$ cat config.mk
export PLATFORM = sky130hd
export DESIGN_NAME = sram_ctrl
export DESIGN_NICKNAME = d
export VERILOG_FILES = /design/src/rtl/sram_ctrl_pkg.sv /design/src/rtl/sram_ctrl.sv
export SDC_FILE = /design/constraint.sdc
export NUM_CORES = 1
export LEC_CHECK = 0
export CORE_AREA = 8 8 45 47
export CTS_BUF_LIST = sky130_fd_sc_hd__clkbuf_16
export CTS_CLUSTER_DIAMETER = 150
export DETAILED_ROUTE_END_ITERATION = 10
export DIE_AREA = 0 0 53 55
export DONT_BUFFER_PORTS = 1
export PLACE_DENSITY = 0.72
export SYNTH_ARGS = -nofsm -noshare
export SYNTH_HDL_FRONTEND = slang
export SYNTH_SLANG_ARGS = --single-unit
$ cat constraint.sdc
create_clock -name clk -period 4.5 [get_ports clk]
set_clock_uncertainty 0.05 [all_clocks]
set_input_delay 0.675 -clock clk [delete_from_list [all_inputs] [get_ports clk]]
set_output_delay 0.675 -clock clk [all_outputs]
set_load 0.1 [all_outputs]
$ cat src/rtl/sram_ctrl_pkg.sv
// Shared types for the sram initiator: FSM state encoding.
package sram_ctrl_pkg;
  typedef enum logic [1:0] {INIT, IDLE, RD, RESP} sram_ctrl_state_t;
endpackage

$ cat src/rtl/sram_ctrl.sv
// Valid/ready front end for one synchronous sram: posted writes, blocking reads,
// and a full-array clear sweep after reset or on init_start.
module sram_ctrl
  import sram_ctrl_pkg::*;
#(
  parameter int                    SIZE          = 16,
  parameter int                    DATA_WIDTH    = 4,
  parameter bit                    INIT_ON_RESET = 1'b1,
  parameter logic [DATA_WIDTH-1:0] INIT_VALUE    = '0,
  localparam int                   AW            = (SIZE > 1) ? $clog2(SIZE) : 1
) (
  input  logic                  clk,
  input  logic                  rst,
  input  logic                  init_start,
  output logic                  init_busy,
  input  logic                  req_valid,
  output logic                  req_ready,
  input  logic                  req_rw,
  input  logic [AW-1:0]         req_addr,
  input  logic [DATA_WIDTH-1:0] req_wdata,
  output logic                  rsp_valid,
  input  logic                  rsp_ready,
  output logic [DATA_WIDTH-1:0] rsp_rdata,
  output logic                  rsp_err,
  output logic                  sram_en,
  output logic                  sram_rw,
  output logic [AW-1:0]         sram_addr,
  output logic [DATA_WIDTH-1:0] sram_in,
  input  logic [DATA_WIDTH-1:0] sram_out
);

  sram_ctrl_state_t state_q, state_d;
  logic [AW-1:0]    cnt_q, cnt_d;
  logic             rd_err_q;
  logic             in_range;

  // Non-power-of-two arrays leave a hole at the top of the address space.
  assign in_range = ({1'b0, req_addr} < (AW+1)'(SIZE));

  always_comb begin
    state_d   = state_q;
    cnt_d     = cnt_q;
    init_busy = 1'b0;
    req_ready = 1'b0;
    sram_en   = 1'b0;
    sram_rw   = 1'b0;
    sram_addr = '0;
    sram_in   = '0;
    case (state_q)
      INIT: begin
        init_busy = 1'b1;
        sram_en   = 1'b1;
        sram_rw   = 1'b1;
        sram_addr = cnt_q;
        sram_in   = INIT_VALUE;
        if (cnt_q == AW'(SIZE - 1)) begin
          state_d = IDLE;
          cnt_d   = '0;
        end else begin
          cnt_d = cnt_q + 1'b1;
        end
      end
      IDLE: begin
        req_ready = !init_start;
        sram_en   = req_valid & req_ready & in_range;
        sram_rw   = req_rw;
        sram_addr = req_addr;
        sram_in   = req_wdata;
        if (init_start)              state_d = INIT;
        else if (req_valid && !req_rw) state_d = RD;
      end
      RD:      state_d = RESP;
      RESP:    if (rsp_ready) state_d = IDLE;
      default: state_d = IDLE;
    endcase
    // Keep the sram port quiet while reset is held, even though state sits in INIT.
    if (!rst) begin
      init_busy = 1'b0;
      req_ready = 1'b0;
      sram_en   = 1'b0;
      sram_rw   = 1'b0;
      sram_addr = '0;
      sram_in   = '0;
    end
  end

  always_ff @(posedge clk or negedge rst) begin
    if (!rst) begin
      state_q   <= INIT_ON_RESET ? INIT : IDLE;
      cnt_q     <= '0;
      rd_err_q  <= 1'b0;
      rsp_valid <= 1'b0;
      rsp_rdata <= '0;
      rsp_err   <= 1'b0;
    end else begin
      state_q <= state_d;
      cnt_q   <= cnt_d;
      if (state_q == IDLE && state_d == RD) rd_err_q <= !in_range;
      if (state_q == RD) begin
        rsp_valid <= 1'b1;
        rsp_rdata <= rd_err_q ? '0 : sram_out;
        rsp_err   <= rd_err_q;
      end else if (state_q == RESP && rsp_ready) begin
        rsp_valid <= 1'b0;
      end
    end
  end

endmodule

==> impl_metrics.csv <==
group,metric,value,unit
yosys,synth_compound_gate_area_share,11.94,%
status,status,"finished, final reports clean",
clocking,clkTransAtPathRegs,0.04,ns
yosys,synth_xor_area_share,1.248,%
global_routing,overflow,0,
job,maxCapViolCount,0,
clocking,insertion_delay,0.23,ns
global_routing,grt_pass1_wl,2.166,mm
yosys,synth_flop_cell,"dfrtp_1",
setup_path,r2r_end,"state_q[0]",
sta,tightest_slew,1.184,ns
drt,drt_iter0_drc,9,
global_routing,grt_max_degree,24,
global_routing,grt_pass1_vias,490,
yosys,synth_top_family_by_area,"simple AND/OR/NAND/NOR gates",
yosys,yosys.area.top_type,"dfrtp_1",
placed_design,dp_hpwl,1.149,mm
yosys,synth_adder_area_share,10.70,%
yosys,yosys.cell_types.count,27,
setup_path,r2r_start,"state_q[1]",
worst_hold_path,hp-class,"input pin to async pin",
sta,fmax,334.5,MHz
finish,layoutNonFillerInstCount,84,
setup_path,required,3.77,ns
yosys,synth-edff-count,0,
drt,wire_per_inst,17.21,um
placed_design,placedCellCount,80,
clocking,cts-buffers-inserted,3,
sta,finalHoldViolations,0,
finish,synthToLayoutAreaGrowth,12.66,%
finish,diodes,0,
die,pin_count,36,
drt,via_count,498,
die,rows,14,
yosys,syn_area_per_cell,10.32,um2
sta,rsz0062_at_grt,"false",
drt,ant_nets,0,
yosys,synth_seq_cells,11,
placed_design,gp_congestion,0.6883,
finish,layout_common_cells,"dfrtp_1, ha_1, nor2b_2, mux2_2",
drt,viasPerCell,5.929,
finish,final_common_cell,"dfrtp_1",
yosys,ys_warn_count,0,
setup_path,crit_fanout,13,
sta,hold_ws,0.08564,ns
yosys,synth_nets,92,
drt,firstDrtPassIters,4,
yosys,async_reset_ff_share,100.0,%
setup_path,r2r_setup_slack,2.74,ns
setup_path,worst-r2r-cell-count,5,
die,dieArea,2915,um2
placed_design,place_ws,1.760,ns
yosys,yosys.area_share.simple,19.43,%
sta,finalWorstSetupSlack,1.510,ns
clocking,clockBufferDepth,2,
sta,drv_slew,0,
sta,post-route-period-util,66.44,%
finish,drive_gt1_share,30.88,%
die,die_y,55,um
setup_path,critPathLaunchType,"flip-flop",
clocking,root_buffer,"clkbuf_16",
yosys,ys_top_cells_by_area,"dfrtp_1, ha_1, mux2_2",
yosys,synth.top_cell.area_share,39.22,%
drt,route.detailed.drc,0,
sta,setup_viol_count_final,0,
clocking,ctsHoldBuffers,0,
sta,period_needed,2.990,ns
global_routing,track_usage,10.12,%
global_routing,antenna_found_initial,0,
sta,tns,0,ns
setup_path,crit_chain,"inv_1 -> ha_1 -> nand2_1 -> a21boi_2",
clocking,cts.repair.resized,0,
clocking,numClockSinks,11,
setup_path,crit_type,"flip-flop to primary output",
placed_design,portBuffers,0,
setup_path,crit_slowest_cell,"a21boi_2",
yosys,ys_seq_area_share,39.22,%
setup_path,cp_slowest_stage_delay,0.94,ns
clocking,h-tree-depth,1,
die,die_w,53,um
clocking,post_cts_buffers,0,
die,initial_utilization,50.72,%
setup_path,critPathCaptureType,"primary output",
clocking,tritoncts,"yes",
sta,maxSlewHeadroom,20.61,%
yosys,syn_area,701.9,um2
setup_path,worstPathArrival,2.26,ns
die,core,1384,um2
drt,wirelength,1.446,mm
yosys,synth.area.mux_share,10.87,%
yosys,synth_cells,68,
finish,fin_nets,93,
[flip-flops by register name, summed over array words and instances (netlist names)]
register,count
rsp_rdata,4
cnt_q,4
rsp_valid,1
state_q,2
[cell type report]
| type | count | area, um2 |
|---|---|---|
| fillers | 124 | 593.1 |
| multi-input cells | 49 | 400.4 |
| flip-flops and latches | 11 | 275.3 |
| clock buffers | 3 | 75.07 |
| well taps | 16 | 20.02 |
| inverters | 4 | 16.27 |
| clock inverters | 1 | 3.754 |
[layer usage]
metal | track usage (%) | routed length (um) | vias to the layer above
met3 | 7.754 | 315 | 4
met1 | 10.20 | 579 | 225
met2 | 14.45 | 528 | 36
met5 | 0 | 0 | -
li1 | - | - | 233
met4 | 6.466 | 23 | 0
[kinds of logic after synthesis]
family / count (synthesis)
AOI/OAI and AO/OA: 13
xor gates and xnor gates: 1
adders and majority gates: 6
buffers and inverters: 8
DFF: 11
muxes: 7
other: 1
and+or+nand+nor: 21
[worst max path at each step]
stage,to,cells after the start,start,slack (ns)
floorplan,sram_addr[2],5,state_q[0],0.56
global placement,sram_addr[2],4,state_q[0],1.82
detailed placement,sram_addr[2],4,state_q[0],1.76
CTS,sram_addr[2],4,state_q[0],1.51
global route,sram_addr[2],4,state_q[0],1.39
finish,sram_addr[2],4,state_q[0],1.51
[stage by stage]
stage	utilization, %	cell area (um2)
after floorplan	-	701.9
after global placement	51.45	711.9
after detailed placement	51.45	711.9
after CTS	57.14	790.8
after global routing	57.14	790.8
final	57.14	790.8
[critical path: cells and delay by family, from the launching register on]
family,cells,cell delay (ns)
buf+inv,1,0.12
flops,1,0.41
simple gates,1,0.14
compound gates,1,0.94
fa+ha+maj,1,0.41
[synthesized netlist by cell type, drive strengths merged, types with 2 or more instances]
master	count
ha	6
nand3	2
o21ai	4
and3	4
mux2	5
buf	2
and2	2
nand2	4
nor2b	7
inv	3
mux2i	2
a22oi	3
a21oi	2
clkbuf	2
dfrtp	11
Power is left out: the tool's default activity adds up to more than one toggle a clock period on the data nets, which glitch-free logic cannot reach.
